**src/rtl/npc_pkg.sv**
```systemverilog
// Shared types and constants for the NPC instruction-fetch slice.
package npc_pkg;

    typedef enum logic [1:0] {
        S_IDLE = 2'd0,
        S_REQ  = 2'd1,
        S_WAIT = 2'd2,
        S_OUT  = 2'd3
    } ifu_state_e;

    localparam logic [31:0] RESET_PC_DEFAULT = 32'h8000_0000;
    localparam logic [31:0] NOP              = 32'h0000_0013;

    function automatic logic [31:0] word_align(input logic [31:0] addr);
        return addr & ~32'h3;
    endfunction

endpackage

```
**src/rtl/ifu_fetch_if.sv**
```systemverilog
// Fetch-stage bundle: imem request/response, downstream instruction, alu redirect.
interface ifu_fetch_if #(
    parameter int INST_W = 32
);
    logic              imem_req_valid;
    logic              imem_req_ready;
    logic [31:0]       imem_addr;
    logic              imem_rsp_valid;
    logic [INST_W-1:0] imem_rsp_data;
    logic              inst_valid;
    logic              inst_ready;
    logic [INST_W-1:0] inst;
    logic [31:0]       inst_pc;
    logic              redirect_valid;
    logic [31:0]       redirect_pc;
    logic              redirect_misal;

    modport master (
        output imem_req_valid, imem_addr,
        input  imem_req_ready, imem_rsp_valid, imem_rsp_data,
        output inst_valid, inst, inst_pc,
        input  inst_ready,
        input  redirect_valid, redirect_pc,
        output redirect_misal
    );

    modport slave (
        input  imem_req_valid, imem_addr,
        output imem_req_ready, imem_rsp_valid, imem_rsp_data,
        input  inst_valid, inst, inst_pc,
        output inst_ready,
        output redirect_valid, redirect_pc,
        input  redirect_misal
    );
endinterface

```
**src/rtl/ifu_pc_reg.sv**
```systemverilog
// Architectural PC register; next-pc priority is redirect, then pc+4, then hold.
module ifu_pc_reg
    import npc_pkg::*;
#(
    parameter logic [31:0] RESET_PC = RESET_PC_DEFAULT
) (
    input  logic        clk,
    input  logic        rst_n,
    input  logic        redirect,
    input  logic        advance,
    input  logic [31:0] target,
    output logic [31:0] pc
);

    logic [31:0] pc_next;

    always_comb begin
        pc_next = pc;
        if (redirect) begin
            pc_next = word_align(target);
        end else if (advance) begin
            pc_next = pc + 32'd4;
        end
    end

    always_ff @(posedge clk or negedge rst_n) begin
        if (!rst_n) begin
            pc <= RESET_PC;
        end else begin
            pc <= pc_next;
        end
    end

endmodule

```
**src/rtl/ifu_fetch.sv**
```systemverilog
// Instruction fetch stage: one outstanding imem read, valid/ready to decode, alu redirect.
module ifu_fetch
    import npc_pkg::*;
#(
    parameter logic [31:0] RESET_PC = RESET_PC_DEFAULT,
    parameter int          INST_W   = 32
) (
    input  logic           clk,
    input  logic           rst_n,
    ifu_fetch_if.master    bus
);

    ifu_state_e        state, state_next;
    logic              drop, drop_next;
    logic              load_inst;
    logic              advance;
    logic              redirect_en;
    logic [31:0]       pc;
    logic [INST_W-1:0] inst_q;
    logic [31:0]       inst_pc_q;
    logic              misal_q;

    assign redirect_en = bus.redirect_valid && (state != S_IDLE);

    ifu_pc_reg #(
        .RESET_PC (RESET_PC)
    ) u_pc_reg (
        .clk      (clk),
        .rst_n    (rst_n),
        .redirect (redirect_en),
        .advance  (advance),
        .target   (bus.redirect_pc),
        .pc       (pc)
    );

    always_ff @(posedge clk or negedge rst_n) begin
        if (!rst_n) begin
            state <= S_IDLE;
            drop  <= 1'b0;
        end else begin
            state <= state_next;
            drop  <= drop_next;
        end
    end

    always_comb begin
        state_next = state;
        drop_next  = drop;
        load_inst  = 1'b0;
        advance    = 1'b0;
        case (state)
            S_IDLE: state_next = S_REQ;
            S_REQ: begin
                if (bus.imem_req_ready) begin
                    state_next = S_WAIT;
                    drop_next  = redirect_en;
                end
            end
            S_WAIT: begin
                if (bus.imem_rsp_valid) begin
                    drop_next = 1'b0;
                    // A redirect landing with the response kills it just like a pending drop.
                    if (!drop && !redirect_en) begin
                        load_inst  = 1'b1;
                        state_next = S_OUT;
                    end else begin
                        state_next = S_REQ;
                    end
                end else if (redirect_en) begin
                    drop_next = 1'b1;
                end
            end
            S_OUT: begin
                if (redirect_en) begin
                    state_next = S_REQ;
                end else if (bus.inst_ready) begin
                    advance    = 1'b1;
                    state_next = S_REQ;
                end
            end
            default: state_next = S_IDLE;
        endcase
    end

    always_ff @(posedge clk or negedge rst_n) begin
        if (!rst_n) begin
            inst_q    <= '0;
            inst_pc_q <= RESET_PC;
            misal_q   <= 1'b0;
        end else begin
            if (load_inst) begin
                inst_q    <= bus.imem_rsp_data;
                inst_pc_q <= pc;
            end
            misal_q <= redirect_en && bus.redirect_pc[1];
        end
    end

    assign bus.imem_req_valid = (state == S_REQ);
    assign bus.imem_addr      = pc;
    assign bus.inst_valid     = (state == S_OUT);
    assign bus.inst           = inst_q;
    assign bus.inst_pc        = inst_pc_q;
    assign bus.redirect_misal = misal_q;

endmodule
```
**src/flat_wrapper.sv**
```systemverilog
// flat-port wrapper written by rule: the top's interface ports become plain ports
module ifu_fetch_flat import npc_pkg::*;
#(
    parameter logic [31:0] RESET_PC = RESET_PC_DEFAULT,
    parameter int          INST_W   = 32
)
  (clk, rst_n, bus_imem_req_valid, bus_imem_addr, bus_imem_req_ready, bus_imem_rsp_valid, bus_imem_rsp_data, bus_inst_valid, bus_inst, bus_inst_pc, bus_inst_ready, bus_redirect_valid, bus_redirect_pc, bus_redirect_misal);
  ifu_fetch_if #(.INST_W(INST_W)) bus_i ();
  input  logic clk;
  input  logic rst_n;
  output wire logic [$bits(bus_i.imem_req_valid)-1:0] bus_imem_req_valid;
  output wire logic [$bits(bus_i.imem_addr)-1:0] bus_imem_addr;
  input wire logic [$bits(bus_i.imem_req_ready)-1:0] bus_imem_req_ready;
  input wire logic [$bits(bus_i.imem_rsp_valid)-1:0] bus_imem_rsp_valid;
  input wire logic [$bits(bus_i.imem_rsp_data)-1:0] bus_imem_rsp_data;
  output wire logic [$bits(bus_i.inst_valid)-1:0] bus_inst_valid;
  output wire logic [$bits(bus_i.inst)-1:0] bus_inst;
  output wire logic [$bits(bus_i.inst_pc)-1:0] bus_inst_pc;
  input wire logic [$bits(bus_i.inst_ready)-1:0] bus_inst_ready;
  input wire logic [$bits(bus_i.redirect_valid)-1:0] bus_redirect_valid;
  input wire logic [$bits(bus_i.redirect_pc)-1:0] bus_redirect_pc;
  output wire logic [$bits(bus_i.redirect_misal)-1:0] bus_redirect_misal;
  assign bus_imem_req_valid = bus_i.imem_req_valid;
  assign bus_imem_addr = bus_i.imem_addr;
  assign bus_i.imem_req_ready = bus_imem_req_ready;
  assign bus_i.imem_rsp_valid = bus_imem_rsp_valid;
  assign bus_i.imem_rsp_data = bus_imem_rsp_data;
  assign bus_inst_valid = bus_i.inst_valid;
  assign bus_inst = bus_i.inst;
  assign bus_inst_pc = bus_i.inst_pc;
  assign bus_i.inst_ready = bus_inst_ready;
  assign bus_i.redirect_valid = bus_redirect_valid;
  assign bus_i.redirect_pc = bus_redirect_pc;
  assign bus_redirect_misal = bus_i.redirect_misal;
  ifu_fetch #(.RESET_PC(RESET_PC), .INST_W(INST_W)) u_core (.clk(clk), .rst_n(rst_n), .bus(bus_i));
endmodule
```
**config.mk**
```make
export PLATFORM = sky130hd
export DESIGN_NAME = ifu_fetch_flat
export DESIGN_NICKNAME = d
export VERILOG_FILES = /design/src/rtl/npc_pkg.sv /design/src/rtl/ifu_fetch_if.sv /design/src/rtl/ifu_pc_reg.sv /design/src/rtl/ifu_fetch.sv /design/src/flat_wrapper.sv
export SDC_FILE = /design/constraint.sdc
export NUM_CORES = 1
export LEC_CHECK = 0
export ABC_AREA = 0
export CORE_MARGIN = 4
export CORE_UTILIZATION = 31
export CTS_BUF_LIST = sky130_fd_sc_hd__clkbuf_2
export CTS_CLUSTER_SIZE = 40
export DETAILED_ROUTE_END_ITERATION = 16
export GPL_ROUTABILITY_DRIVEN = 0
export HOLD_SLACK_MARGIN = 0.05
export MAX_ROUTING_LAYER = met4
export PLACE_DENSITY_LB_ADDON = 0.2
export REMOVE_ABC_BUFFERS = 1
export SLEW_MARGIN = 15
export SYNTH_ARGS = -nofsm -noshare
export SYNTH_HDL_FRONTEND = slang
export SYNTH_SLANG_ARGS = --single-unit
```
**constraint.sdc**
```tcl
create_clock -name clk -period 2.1 [get_ports clk]
set_input_delay 0.315 -clock clk [delete_from_list [all_inputs] [get_ports clk]]
set_output_delay 0.315 -clock clk [all_outputs]
set_load 0.02 [all_outputs]
```
==> impl_metrics.yaml, run 1 <==
timing:
  max_freq_mhz: 483
  post-route-period-util_pct: 98.6
  setup_violations: 0
  finalHoldViolations: 0
  grt_setup_unrepaired: "true"
  period_needed_ns: 2.07
  skew_ns: 0.0329
  relSlewSlack_pct: 51.4
  fin_ws_ns: 0.0297
  worst_slew_pin_slew_ns: 0.727
  final_max_slew_viol_count: 0
placement:
  place_inst: 727
  pre_cts_slack_ns: -0.313
  post_dp_cell_area_um2: 6410
  dpl.hpwl_mm: 8.75
  portBuffers: 163
setup_path:
  cp_num_cells: 5
  cp-end-kind: "flip-flop"
  path_max_fanout: 6
  path_buf_inv: 0
  r2r_cells: 5
  required_ns: 2.63
  slowest_delay_ns: 0.55
  critical_path_class: "flip-flop to flip-flop"
  crit_arrival_ns: 2.60
  cpMaxStageDelayCell: "or4b_4"
  worstPathCellList: "ha_4 > nand4_1 > or4b_4 > or4_1 > a31oi_1"
  cp_top_family: "simple AND/OR/NAND/NOR gates"
  startpoint_type: "flip-flop"
routing:
  drt_wl_total_mm: 13.0
  routed-via-count: 3722
  via_per_inst: 4.88
  ant_nets: 0
  drtIter0Drc: 193
  drc: 0
  wl_per_cell_um: 17.0
  firstDrtPassIters: 4
global_route:
  first_global_vias: 3893
  grt_max_degree: 63
  antenna_found_initial: 2
  grt_usage_pct: 16.0
  grt_overflow: 0
  grt_pass1_wl_mm: 19.8
job:
  max-cap-violations: 0
synthesis:
  ys_seq_elements: 96
  synth.most_common_cell: "dfrtp_1"
  synth_area_per_cell_um2: 11.8
  ys_seq_area_share_pct: 55.5
  ys_warn_count: 0
  synth_edf_count: 0
  synthCells: 368
  synth.cell_area_um2: 4330
  synthTopCellsByArea: "dfrtp_1 54%, mux2_2 16%, a31oi_1 2.9%"
  synthArstFlopShare_pct: 100
  yosys.cell_types.count: 36
  synthTopCellsByCount: "94 x dfrtp_1, 62 x mux2_2, 23 x nor2_1"
  yosysTopAreaCellShare_pct: 54.3
  yosysTopAreaCell: "dfrtp_1"
  ys.flop_type: "dfrtp_1"
clock_network:
  clkLatencyLatePin_ns: 0.60
  h-tree-depth: 3
  clock_sinks: 96
  root_buffer: "clkbuf_2"
  cts_tree: "yes"
  cts_buffers: 9
  cts.path.max_buffers: 2
  clk_transition_reported_paths_ns: 0.27
floorplanning:
  rows: 42
  core_um2: 13500
  die_w_um: 126
  ios: 169
  start_util_pct: 32.2
  dieHeight_um: 126
  die_area_um2: 15900
min_path:
  min_path_cells: 2
  hp-class: "input port to flip-flop"
finish:
  final_cells: 762
  final_layout_size_suffix_gt1_share_pct: 28.0
  final_cell_area_um2: 6800
  nNetsFinal: 656
  fillers: 1250
  areaGrowthSynthToFinish_pct: 57.1
power_and_ir_drop:
  seq_power_share_pct: 33.8
  p_switching_w: 0.00399
  p_int_w: 0.00581
  power_leakage_nw: 2.80
  clkPwrFrac_pct: 9.6
  p_sw_share_pct: 40.7
  max-vdd-ir-drop_uv: 563
  p_per_area_nw_per_um2: 1440
  p_comb_share_pct: 56.6
  fin_total_pwr_w: 0.00981
outcome:
  outcome: "complete, no violations"
-- stage by stage --
stage	hold WS (ns)	setup TNS [ns]	util [%]
floorplan	0.0194	-233.98	-
global placement	0.200	-3.55	47.7
detailed placement	0.202	-4.15	47.7
CTS	0.150	0	49.1
global route	0.156	-0.359	50.5
finish	0.227	0	50.5
-- layer usage --
metal | vias up | part of all wire (%) | wire [um] | track usage, %
li1 | 1756 | - | - | -
met5 | - | 0 | 0 | -
met3 | 19 | 5.0 | 650 | 3.77
met4 | 0 | 2.3 | 302 | 7.32
met1 | 1827 | 46 | 5910 | 19.7
met2 | 120 | 47 | 6120 | 25.1
-- power by group through the flow --
stage	logic [W]	registers, W	clock network (W)
final	0.00555	0.00331	0.000943
after global routing	0.00596	0.00344	0.00105
after detailed placement	0.00542	0.00339	0
after floorplan	0.00142	0.00451	0
after global placement	0.00535	0.00336	0
after CTS	0.00542	0.00332	0.000989
-- placed cells by master (no fill, tap or decap), drive strengths merged, types with 4 or more instances in the layout --
cell / synthesis / layout
nor2: 23 / 23
inv: 8 / 8
dfrtp: 94 / 94
clkbuf: 12 / 13
nand3: 10 / 10
dlygate4sd2: 0 / 20
conb: 1 / 4
o21ai: 19 / 19
nand4: 8 / 8
nor3: 4 / 4
clkdlybuf4s50: 0 / 134
ha: 6 / 6
xnor2: 7 / 7
buf: 12 / 57
dlymetal6s2s: 0 / 4
mux2: 62 / 62
or3: 9 / 9
or4: 15 / 15
nand2: 22 / 22
a31oi: 20 / 20
and3: 4 / 4
o31ai: 12 / 12
-- layout make-up --
type | instances | area, um^2 | share of cell area (%)
Antenna cell | 1 | 2.50 | 0.0368
Clock buffer | 10 | 50.0 | 0.736
Clock inverter | 6 | 70.1 | 1.03
Inverter | 8 | 30.0 | 0.442
Multi-Input combinational cell | 243 | 1890 | 27.8
Sequential cell | 96 | 2410 | 35.5
Tap cell | 176 | 220 | 3.24
Timing Repair Buffer | 222 | 2130 | 31.3
-- kinds of logic after synthesis --
| group | count (synthesis) | synth area share, % |
|---|---|---|
| buffers and inverters | 32 | 3.38 |
| AO/OA/AOI/OAI | 56 | 8.06 |
| other | 1 | 0.0866 |
| adder cells (fa/ha/maj) | 6 | 1.73 |
| AND/OR/NAND/NOR | 103 | 12.5 |
| multiplexers | 65 | 16.8 |
| XOR/XNOR | 9 | 1.82 |
| flip-flops | 96 | 55.5 |
-- worst register-to-register path, stage by stage, from the launching register on --
cell	delay [ns]
dfrtp_1	0.50
ha_4	0.17
nand4_1	0.12
or4b_4	0.55
or4_1	0.49
a31oi_1	0.17
-- state kept, by name (all words and copies together), names as in the netlist --
| signal | flops |
|---|---|
| u_core.drop | 1 |
| u_core.bus.inst_pc | 30 |
| u_core.u_pc_reg.pc | 30 |
| u_core.bus.inst | 32 |
| u_core.state | 2 |
| u_core.bus.redirect_misal | 1 |
-- what timing repair did --
item	CTS	global route
cloned	0	3
pin swaps	0	6
hold buffers	2	0
setup endpoints to repair	39	83
resized for setup	41	25
endpoints found under the hold margin	94	0
setup buffers	5	8
-- worst paths after layout --
check	startpoint	endpoint	slack, ns
min	bus_redirect_pc[1]	u_core.bus.redirect_misal$_DFF_PN0_	0.23
min reg2reg	u_core.bus.inst_pc[11]$_DFFE_PN0P_	u_core.bus.inst_pc[11]$_DFFE_PN0P_	0.54
max	u_core.u_pc_reg.pc[2]$_DFFE_PN0P_	u_core.u_pc_reg.pc[28]$_DFFE_PN0P_	0.03
max reg2reg	u_core.u_pc_reg.pc[2]$_DFFE_PN0P_	u_core.u_pc_reg.pc[28]$_DFFE_PN0P_	0.03
min in group asynchronous	rst_n	u_core.bus.inst[0]$_DFFE_PN0P_	0.25
max in group asynchronous	rst_n	u_core.bus.inst_pc[22]$_DFFE_PN0P_	0.76
Note: power is estimated with default switching activity, not from simulation.
==> run 2, diff against run 1 <==
--- a/config.mk
+++ b/config.mk
@@ -8,7 +8,6 @@
 export ABC_AREA = 0
 export CORE_MARGIN = 4
 export CORE_UTILIZATION = 31
-export CTS_BUF_LIST = sky130_fd_sc_hd__clkbuf_2
 export CTS_CLUSTER_SIZE = 40
 export DETAILED_ROUTE_END_ITERATION = 16
 export GPL_ROUTABILITY_DRIVEN = 0
==> run 2 against run 1 <==
- sequential power grew 2%
- count of clock-buffer cells in the layout is the same
- global-route usage shrank 0.31 points
- core utilization grew 0.51 points
- non-clock buffer count shrank 9
- first-iteration DRC count shrank 14%
- clock skew shrank 0.025 ns
- critical path depth is the same
- clock power grew 76%
- via count shrank 0.38%
- design area grew 1.0%
- sequential share of layout area shrank 0.45 points
==> impl_metrics.yaml, run 2 (same netlist as run 1, synthesis figures left out) <==
global_route:
  grt_overflow: 0
  grt_usage_pct: 15.7
  grt_max_degree: 63
  first_global_vias: 3870
  grt_pass1_wl_mm: 19.6
  antenna_found_initial: 0
routing:
  routed-via-count: 3708
  drtIter0Drc: 166
  via_per_inst: 4.93
  drc: 0
  firstDrtPassIters: 4
  ant_nets: 0
  drt_wl_total_mm: 12.5
  wl_per_cell_um: 16.6
timing:
  period_needed_ns: 2.03
  hold_ws_ns: 0.378
  finalHoldViolations: 0
  setup_violations: 0
  max_freq_mhz: 494
  post-route-period-util_pct: 96.5
  final_max_slew_viol_count: 0
  grt_setup_unrepaired: "true"
  skew_ns: 0.00792
clock_network:
  cts_tree: "yes"
  root_buffer: "clkbuf_16"
  h-tree-depth: 3
  clkLatencyLatePin_ns: 0.35
  cts.path.max_buffers: 2
  clock_sinks: 96
  clk_transition_reported_paths_ns: 0.07
  cts_buffers: 9
power_and_ir_drop:
  max-vdd-ir-drop_uv: 628
  p_per_area_nw_per_um2: 1530
  power_leakage_nw: 2.77
finish:
  antenna_cells: 0
  final_common_cell: "clkdlybuf4s50_1"
  final_cells: 752
  final_layout_size_suffix_gt1_share_pct: 24.8
  largest_reg_flops: 32
  fillers: 1228
  areaGrowthSynthToFinish_pct: 58.6
  nNetsFinal: 647
  multi_input_area_um2: 1860
  final_core_util_pct: 51.1
  ff_latch_area_um2: 2400
  most-common-layout-cells: "161 x clkdlybuf4s50_1, 94 x dfrtp_1, 62 x mux2_2"
setup_path:
  reg2reg_setup_slack_ns: 0.07
  worstPathCellList: "ha_2 > nand4_1 > or4b_4 > or4_4 > a31oi_4"
  cp_top_family: "simple AND/OR/NAND/NOR gates"
  path_buf_inv: 0
  crit_arrival_ns: 2.29
  r2r_cells: 5
  slowest_delay_ns: 0.59
  r2r-end: "u_core.u_pc_reg.pc[26]$_DFFE_PN0P_"
  required_ns: 2.37
  path_max_fanout: 6
  startpoint_type: "flip-flop"
  cpMaxStageDelayCell: "or4b_4"
  critical_path_class: "flip-flop to flip-flop"
  cp-end-kind: "flip-flop"
  timing.rr.start: "u_core.u_pc_reg.pc[3]$_DFFE_PN0P_"
floorplanning:
  rows: 42
  start_util_pct: 32.2
  core_um2: 13500
  die_w_um: 126
  ios: 169
  dieHeight_um: 126
  die_area_um2: 15900
job:
  max-cap-violations: 0
placement:
  portBuffers: 163
  place_inst: 727
  dpl.hpwl_mm: 8.75
min_path:
  hp-class: "input port to asynchronous set/reset pin"
outcome:
  outcome: "complete, no violations"
## run 2: cell types whose count changed in the layout (fill, tap and decap cells not counted), sizes merged
cell / before / now
buf: 57 / 49
dlygate4sd2: 20 / 1
dlygate4sd3: 2 / 1
dlymetal6s2s: 4 / 0
clkdlybuf4s15: 2 / 0
clkdlybuf4s50: 134 / 161
clkbuf: 13 / 11
diode: 1 / 0
## run 2: layout make-up
cell class                 count  share of cell area (%)
inverter                       8                   0.437
clock buffer                  10                    3.33
tap                          176                    3.21
multi-input combinational    243                    27.1
timing repair buffer         213                    29.9
sequential                    96                    35.0
clock inverter                 6                    1.02
## run 2: worst register-to-register path, stage by stage (launching register included)
cell and delay, ns:
dfrtp_1 0.40, ha_2 0.21, nand4_1 0.13, or4b_4 0.59, or4_4 0.46, a31oi_4 0.17
## run 2: through the flow
step	area (um^2)	total power [W]	TNS [ns]	worst slack, ns
3_5_place_dp	6410	0.00881	-4.15	-0.313
4_1_cts	6730	0.0105	0	0.0395
3_3_place_gp	6410	0.00871	-3.55	-0.284
6_report	6870	0.0105	0	0.0745
2_1_floorplan	4220	0.00593	-233.98	-3.75
5_1_grt	6870	0.0112	-0.0806	-0.0387
## run 2: worst max-delay path by stage
stage	cells past startpoint	slack, ns	end	from
final	5	0.07	u_core.u_pc_reg.pc[26]$_DFFE_PN0P_	u_core.u_pc_reg.pc[3]$_DFFE_PN0P_
after detailed placement	5	-0.31	u_core.u_pc_reg.pc[31]$_DFFE_PN1P_	bus_inst_ready
after global placement	5	-0.28	u_core.u_pc_reg.pc[27]$_DFFE_PN0P_	bus_inst_ready
after CTS	5	0.04	u_core.u_pc_reg.pc[17]$_DFFE_PN0P_	u_core.u_pc_reg.pc[6]$_DFFE_PN0P_
after global routing	6	-0.04	u_core.u_pc_reg.pc[20]$_DFFE_PN0P_	u_core.u_pc_reg.pc[3]$_DFFE_PN0P_
after floorplan	5	-3.75	u_core.bus.inst_pc[31]$_DFFE_PN1P_	u_core.state[0]$_DFFE_PN0P_
## run 2: timing repair
action | in CTS | in global routing
setup buffers | 0 | 7
gates cloned | 0 | 1
pin swaps | 0 | 8
gates resized for setup | 4 | 15
hold endpoints to repair | 16 | 0
endpoints found under the setup margin | 4 | 74
hold buffers | 1 | 0
## run 2: routing by layer
layer  track usage, %  routed length (um)
met1             19.2                5690
met3             3.81                 638
met5                -                   0
met2             24.7                5880
met4             7.07                 291
## run 2: report_power, final
part,switching (W),leakage [nW],internal [W],total [W]
Combinational,0.00267,1.49,0.00283,0.00550
Clock,0.000731,0.135,0.000928,0.00166
Sequential,0.000607,1.15,0.00276,0.00336
==> run 3, diff against run 2 <==
==> constraint.sdc (replaced) <==
create_clock -name clk -period 2.1 [get_ports clk]
set_input_delay 0.42 -clock clk [delete_from_list [all_inputs] [get_ports clk]]
set_output_delay 0.42 -clock clk [all_outputs]
set_load 0.02 [all_outputs]
==> run 3 against run 2 <==
- global-route usage is 0.10 points higher
- wire length decreased by 4.8%
- sequential share of layout area up 0.35 points
- worst setup slack better by 0.0038 ns
- total power down 0.86%
- clock power about the same
- flip-flop and latch count is the same
- cell count fell by 0.40%
- non-clock buffer count shrank 3
- critical endpoint is now u_core.u_pc_reg.pc[22]$_DFFE_PN0P_
- highest routed layer unchanged
==> impl_metrics.yaml, run 3 (same netlist as run 1, synthesis figures left out) <==
outcome:
  outcome: "complete, no violations"
finish:
  nNetsFinal: 644
  final_common_cell: "clkdlybuf4s50_1"
  antenna_cells: 0
  final_cell_area_um2: 6800
  areaGrowthSynthToFinish_pct: 57.1
  final_cells: 749
  most-common-layout-cells: "159 x clkdlybuf4s50_1, 94 x dfrtp_1, 62 x mux2_2"
  largest_reg_flops: 32
  final_layout_size_suffix_gt1_share_pct: 23.6
routing:
  via_per_inst: 4.83
  routed-via-count: 3614
  firstDrtPassIters: 4
  wl_per_cell_um: 15.9
  drtIter0Drc: 125
  ant_nets: 0
  drt_wl_total_mm: 11.9
  drc: 0
job:
  max-cap-violations: 0
floorplanning:
  ios: 169
  start_util_pct: 32.2
  die_w_um: 126
  rows: 42
  die_area_um2: 15900
  dieHeight_um: 126
  core_um2: 13500
clock_network:
  h-tree-depth: 3
  cts.path.max_buffers: 2
  clkLatencyLatePin_ns: 0.34
  cts_buffers: 9
  cts_tree: "yes"
  clock_sinks: 96
  clk_transition_reported_paths_ns: 0.07
  root_buffer: "clkbuf_16"
timing:
  hold_ws_ns: 0.502
  finalHoldViolations: 0
  setup_violations: 0
  period_needed_ns: 2.02
  max_freq_mhz: 495
  skew_ns: 0.00783
  final_max_slew_viol_count: 0
  post-route-period-util_pct: 96.3
  setup_tns_ns: 0
power_and_ir_drop:
  max-vdd-ir-drop_uv: 612
  power_leakage_nw: 2.79
  p_per_area_nw_per_um2: 1530
global_route:
  first_global_vias: 3884
  grt_pass1_wl_mm: 19.7
  grt_max_degree: 43
  grt_usage_pct: 15.8
  grt_overflow: 0
  antenna_found_initial: 0
setup_path:
  crit_arrival_ns: 2.28
  path_max_fanout: 8
  startpoint_type: "flip-flop"
  critical_path_class: "flip-flop to flip-flop"
  cp-end-kind: "flip-flop"
  required_ns: 2.36
placement:
  portBuffers: 163
  place_inst: 729
  dpl.hpwl_mm: 9.15
  post_dp_cell_area_um2: 6440
min_path:
  hp-class: "flip-flop to flip-flop"
## run 3: cell types whose count changed in the layout (fill, tap and decap cells not counted), moves of 2 or more
cell	previous run	this run
dlymetal6s2s_1	0	2
clkdlybuf4s50_1	161	159
or4_1	11	13
clkbuf_8	0	2
buf_6	2	0
clkinvlp_4	3	0
clkinv_2	0	2
or4_4	4	2
clkinv_4	2	0
## run 3: routing by layer
layer	up-vias	track usage [%]	routed length (um)
met2	119	24.0	5600
met1	1746	20.1	5360
met4	0	6.18	238
met5	-	-	0
met3	16	4.32	702
li1	1733	-	-
## run 3: worst paths after layout
path	end	slack, ns	from	cells past startpoint
max reg2reg	u_core.u_pc_reg.pc[22]$_DFFE_PN0P_	0.08	u_core.u_pc_reg.pc[3]$_DFFE_PN0P_	6
min in group asynchronous	u_core.bus.inst_pc[12]$_DFFE_PN0P_	0.58	rst_n	2
min	u_core.bus.inst[21]$_DFFE_PN0P_	0.50	u_core.bus.inst[21]$_DFFE_PN0P_	1
min reg2reg	u_core.bus.inst[21]$_DFFE_PN0P_	0.50	u_core.bus.inst[21]$_DFFE_PN0P_	1
max in group asynchronous	u_core.bus.inst[21]$_DFFE_PN0P_	0.85	rst_n	3
max	u_core.u_pc_reg.pc[22]$_DFFE_PN0P_	0.08	u_core.u_pc_reg.pc[3]$_DFFE_PN0P_	6
## run 3: where the power goes
| group | total, W | switching (W) | internal, W | leakage (nW) |
|---|---|---|---|---|
| logic | 0.00540 | 0.00262 | 0.00278 | 1.49 |
| registers | 0.00337 | 0.000616 | 0.00276 | 1.15 |
| clock network | 0.00166 | 0.000673 | 0.000985 | 0.150 |
| total | 0.0104 | 0.00391 | 0.00653 | 2.79 |
## run 3: critical path, cell delays in order (launching register included)
cell and delay (ns):
dfrtp_1 0.39, ha_2 0.21, nand4_1 0.13, buf_4 0.19, or3_4 0.37, or4_1 0.47, a31oi_1 0.19
## run 3: stage by stage
stage	power [W]	setup slack, ns	util [%]
3_3_place_gp	0.00873	-0.388	47.9
4_1_cts	0.0105	0.0186	50.3
2_1_floorplan	0.00593	-3.75	-
5_1_grt	0.0111	-0.00138	50.5
6_report	0.0104	0.0782	50.5
3_5_place_dp	0.00884	-0.434	47.9
## run 3: layout make-up
type,instances,area (um^2)
Inverter,8,30.0
Tap cell,176,220
Timing Repair Buffer,210,2030
Clock inverter,3,40.0
Clock buffer,13,260
Fill cell,1232,6650
Sequential cell,96,2400
Multi-Input combinational cell,243,1820
## run 3: repair_timing
action | 4_1_cts | 5_1_grt
hold buffers | 1 | 0
endpoints found under the hold margin | 26 | 0
buffers inserted | 0 | 3
pin swaps | 0 | 2
endpoints found under the setup margin | 8 | 16
resized for setup | 4 | 6
gates cloned | 0 | 0
==> RTL edit 1 (flow settings as in run 2) <==
`INST_W` is set to 32 in 3 places; all go to 64.
--- a/src/rtl/ifu_fetch_if.sv
+++ b/src/rtl/ifu_fetch_if.sv
@@ -1,6 +1,6 @@
 // Fetch-stage bundle: imem request/response, downstream instruction, alu redirect.
 interface ifu_fetch_if #(
-    parameter int INST_W = 32
+    parameter int INST_W = 64
 );
     logic              imem_req_valid;
     logic              imem_req_ready;
--- a/src/rtl/ifu_fetch.sv
+++ b/src/rtl/ifu_fetch.sv
@@ -3,7 +3,7 @@
     import npc_pkg::*;
 #(
     parameter logic [31:0] RESET_PC = RESET_PC_DEFAULT,
-    parameter int          INST_W   = 32
+    parameter int          INST_W   = 64
 ) (
     input  logic           clk,
     input  logic           rst_n,
--- a/src/flat_wrapper.sv
+++ b/src/flat_wrapper.sv
@@ -2,7 +2,7 @@
 module ifu_fetch_flat import npc_pkg::*;
 #(
     parameter logic [31:0] RESET_PC = RESET_PC_DEFAULT,
-    parameter int          INST_W   = 32
+    parameter int          INST_W   = 64
 )
   (clk, rst_n, bus_imem_req_valid, bus_imem_addr, bus_imem_req_ready, bus_imem_rsp_valid, bus_imem_rsp_data, bus_inst_valid, bus_inst, bus_inst_pc, bus_inst_ready, bus_redirect_valid, bus_redirect_pc, bus_redirect_misal);
   ifu_fetch_if #(.INST_W(INST_W)) bus_i ();
Ports: changed (resized bus_imem_rsp_data and bus_inst); port bits go from 169 to 233. The function was not compared with the original's and may differ.
==> RTL edit 1 against run 2 <==
Critical path depth is 2 higher; setup slack better by 0.029 ns; routed wire length is 22% higher; synthesized area is 26% higher; global-route usage is 0.36 points higher; critical path type unchanged; power is 34% higher; cell area is 28% higher; sequential cell count is 32 higher; largest cell class unchanged; fmax is 1.4% higher; via count is 13% higher.
==> RTL edit 1: results <==
status:
  status: "complete, no violations"
layout:
  layout.nets: 784
  drive_gt1_share_pct: 23.2
  n_fill_cell: 1518
  largest_register_ff_count: 64
route:
  routed_wl_um: 15300
  drt_iter0_drc: 160
  viasPerCell: 4.58
pwr:
  p_leak_nw: 3.66
  seqPwrFrac_pct: 31.3
  power.switching_w: 0.00491
  peakVddDrop_mv: 0.664
  pwr-share-comb_pct: 45.4
  swShare_pct: 34.8
yosys:
  yosys_warnings: 0
  ys_top_cells_by_count: "dfrtp_1 (126), mux2_2 (94), nand2_1 (39)"
  synthDistinctLibCells: 36
  ys.flop_type: "dfrtp_1"
  synth_area_leaders: "dfrtp_1 (58%), mux2_2 (19%), xnor2_1 (2.9%)"
  synth_seq_area_share_pct: 58.6
  postSynth.asyncResetShare_pct: 100
setup_path:
  cp_max_fo: 47
  rr_worst_depth: 7
  path_delay_family: "simple AND/OR/NAND/NOR gates"
  cpPeakStageDelay_ns: 0.40
  reg2reg_to: "u_core.bus.inst[26]"
  cp_slowest_cell: "dfrtp_1"
  r2r_slack_ns: 0.10
  worstSetupPathType: "flop to flop"
  critPathLaunch: "u_core.state[1]"
  crit_arrival_ns: 2.28
grt:
  grt_pass1_wl_um: 24500
  grt_pass1_vias: 4557
  grt_start_max_net_pins: 54
  antenna_found_initial: 1
  grtUsageTotal_pct: 16.0
min_path:
  min_path_type: "input port to asynchronous set/reset pin"
clock_tree:
  clockRootBuffer: "clkbuf_16"
  cts_buffers: 17
  htree_num_levels: 4
  post-cts-setup-buffers: 0
  clk_latency_ns: 0.41
timing:
  timing.hold.ws_ns: 0.429
  clock_skew_ns: 0.00830
  max_freq_ghz: 0.501
placement:
  io_buffer_count: 227
  pre_cts_ws_ns: 0.0286
  dpl.hpwl_um: 11300
-- RTL edit 1: cell count changes after synthesis, moves of 11 or more --
cell,delta
nor2_1,-17
dfrtp_1,+32
nand2_1,+17
a31oi_1,-19
o31ai_1,-12
xnor2_1,+11
o21ai_0,+11
or4_1,-15
mux2_2,+32
-- RTL edit 1: through the flow --
stage	cell area [um2]	cells	util, %
global route	8820	915	51.0
CTS	8820	914	51.0
detailed placement	8150	881	47.1
floorplan	5340	403	-
global placement	8150	881	47.1
finish	8820	915	51.0
-- RTL edit 1: logic make-up after synthesis --
group / after synthesis / synth area share [%]
flops: 128 / 58.6
fa+ha+maj: 6 / 1.37
mux: 96 / 19.7
other cells: 1 / 0.0686
buf+inv: 30 / 3.02
simple gates: 96 / 8.92
xor+xnor: 28 / 4.48
compound gates: 39 / 3.82
-- RTL edit 1: routing by layer --
| metal | GRT usage [%] | part of all wire, % | routed length [um] |
|---|---|---|---|
| met1 | 20.3 | 45 | 6830 |
| met4 | 3.57 | 0.76 | 117 |
| met3 | 5.43 | 7.5 | 1160 |
| met5 | - | 0 | 0 |
| met2 | 25.2 | 47 | 7200 |
-- RTL edit 1: layout make-up --
type                       count  area, um2  share of cell area, %
sequential                   128       3210                   36.3
tap                          225        282                   3.19
antenna                        1       2.50                 0.0284
timing repair buffer         254       2530                   28.6
inverter                       6       22.5                  0.255
multi-input combinational    269       2120                   24.1
clock buffer                  19        453                   5.13
clock inverter                13        208                   2.35
-- RTL edit 1: what timing repair did --
action,4_1_cts,5_1_grt
endpoints found under the hold margin,51,0
hold buffers,1,0
endpoints found under the setup margin,2,1
resized for setup,2,0
==> RTL edit 2 (flow settings as in run 2) <==
Without the edit above. The 4 states of `ifu_state_e` get a Gray code encoding in 2 bits.
--- a/src/rtl/npc_pkg.sv
+++ b/src/rtl/npc_pkg.sv
@@ -2,10 +2,10 @@
 package npc_pkg;
 
     typedef enum logic [1:0] {
-        S_IDLE = 2'd0,
-        S_REQ  = 2'd1,
-        S_WAIT = 2'd2,
-        S_OUT  = 2'd3
+        S_IDLE = 2'b00,
+        S_REQ  = 2'b01,
+        S_WAIT = 2'b11,
+        S_OUT  = 2'b10
     } ifu_state_e;
 
     localparam logic [31:0] RESET_PC_DEFAULT = 32'h8000_0000;
Function: same outputs for any inputs over 10 cycles, from zero or initial values and one cycle with rst_n low; not proved beyond that.
==> RTL edit 2 against run 2 <==
Clock power is 10% higher; routed wire length is 0.61% higher; fmax is 1.7% higher; core utilization is 2.8 points lower; power is 18% lower; sequential cell count stayed put; setup slack better by 0.035 ns; cell area is 1.8% lower; synthesized area is 2.8% higher; critical endpoint is now bus_imem_req_valid; largest cell class unchanged.
==> RTL edit 2: results <==
setup_path:
  cp_slowest_cell: "clkdlybuf4s50_1"
  cpPeakStageDelay_ns: 0.61
  cp_max_fo: 10
  r2r_slack_ns: 0.24
  crit_arrival_ns: 1.68
route:
  vias: 3683
  dr.pass1.iters: 4
  routed_wl_um: 12600
  ant_nets: 0
  drt_iter0_drc: 186
yosys:
  postSynth.asyncResetShare_pct: 100
  synth_seq_area_share_pct: 54.0
  ys_top_cells_by_count: "dfrtp_1 (94), mux2_2 (51), nand2_1 (22), nor2_1 (22), o21ai_0 (18)"
  synth_area_leaders: "dfrtp_1 (53%), mux2_2 (13%), mux2_1 (2.8%)"
  synthDistinctLibCells: 48
  yosys_warnings: 0
layout:
  antenna_cells: 0
  n_fill_cell: 1313
  largest_register_ff_count: 32
  layout.nets: 624
  drive_gt1_share_pct: 18.8
grt:
  grt_pass1_wl_um: 20300
  grt_start_max_net_pins: 40
  use_met2_pct: 25.8
  grtUsageTotal_pct: 16.3
  gr-usage-met3_pct: 4.21
  antenna_found_initial: 0
  met1_usage_pct: 19.7
  grt_pass1_vias: 3800
clock_tree:
  clk_latency_ns: 0.35
  post-cts-setup-buffers: 0
  htree_num_levels: 3
  cts.path.max_buffers: 2
  cts_buffers: 9
  clk_pin_slew_worst_paths_ns: 0.07
  clockRootBuffer: "clkbuf_16"
run:
  maxCapViolations: 0
placement:
  io_buffer_count: 163
  dpl.hpwl_um: 9370
timing:
  timing.hold.ws_ns: 0.475
  finalSetupTns_ns: 0
  clock_skew_ns: 0.00758
status:
  status: "complete, no violations"
pwr:
  p_leak_nw: 2.69
  peakVddDrop_mv: 0.593
min_path:
  min_path_type: "input port to asynchronous set/reset pin"
==> RTL edit 2: kinds of logic (layout without fill, tap and decap cells) <==
logic type | count (synthesis) | after routing | share of synthesized area (%)
adders and majority gates | 1 | 1 | 0.281
and+or+nand+nor | 120 | 120 | 15.7
xor gates and xnor gates | 8 | 8 | 1.57
muxes | 62 | 62 | 15.7
DFF | 96 | 96 | 54.0
buffers and inverters | 28 | 209 | 4.10
AOI/OAI and AO/OA | 58 | 58 | 8.49
other | 1 | 4 | 0.0843
==> RTL edit 2: cell type report <==
class | instances | area [um2] | share of cell area, %
Clock buffer | 12 | 256 | 3.80
Tap cell | 180 | 225 | 3.34
Clock inverter | 4 | 76.3 | 1.13
Inverter | 2 | 7.51 | 0.111
Timing Repair Buffer | 191 | 1890 | 28.1
Multi-Input combinational cell | 253 | 1880 | 27.9
Sequential cell | 96 | 2400 | 35.6
==> RTL edit 2: critical path: cells and delay by family (launching register included) <==
family	cells	cell delay, ns
buffers and inverters	2	0.80
AND/OR/NAND/NOR	1	0.11
flip-flops	1	0.42
==> RTL edit 2: path summary, 6_finish.rpt <==
kind,start,endpoint,cells past startpoint
min in group clk,u_core.bus.inst[9],u_core.bus.inst[9],1
hold / removal,rst_n,u_core.bus.inst[6],2
hold reg to reg,u_core.bus.inst[9],u_core.bus.inst[9],1
setup reg to reg,u_core.u_pc_reg.pc[15],u_core.u_pc_reg.pc[22],4
max in group asynchronous,rst_n,u_core.bus.inst_pc[2],3
setup / recovery,u_core.state[1],bus_imem_req_valid,3
==> RTL edit 2: repair_timing <==
item | in CTS | in global routing
resized for setup | 0 | 1
setup endpoints to repair | 0 | 1
endpoints found under the hold margin | 34 | 0
hold buffers | 1 | 0
==> RTL edit 2: power by group <==
part	switching (W)	internal [W]	total, W
combinational	0.00180	0.00201	0.00381
sequential	0.000446	0.00257	0.00302
clock	0.000723	0.00111	0.00183
==> RTL edit 2: per-layer routing <==
layer	vias to the layer above	part of all wire (%)
met3	21	5.7
met2	127	50
met1	1798	42
met4	0	2.5
li1	1737	-
met5	-	0
==> RTL edit 2: through the flow <==
stage | utilization, % | instances | power [W] | setup slack, ns | cell area [um2]
2_1_floorplan | - | 351 | 0.00488 | -1.75 | 4290
3_3_place_gp | 45.8 | 721 | 0.00682 | -0.0386 | 6400
3_5_place_dp | 45.8 | 721 | 0.00692 | -0.0594 | 6400
4_1_cts | 48.2 | 738 | 0.00880 | 0.0462 | 6740
5_1_grt | 48.2 | 738 | 0.00915 | 0.0289 | 6750
6_report | 48.2 | 738 | 0.00867 | 0.109 | 6750
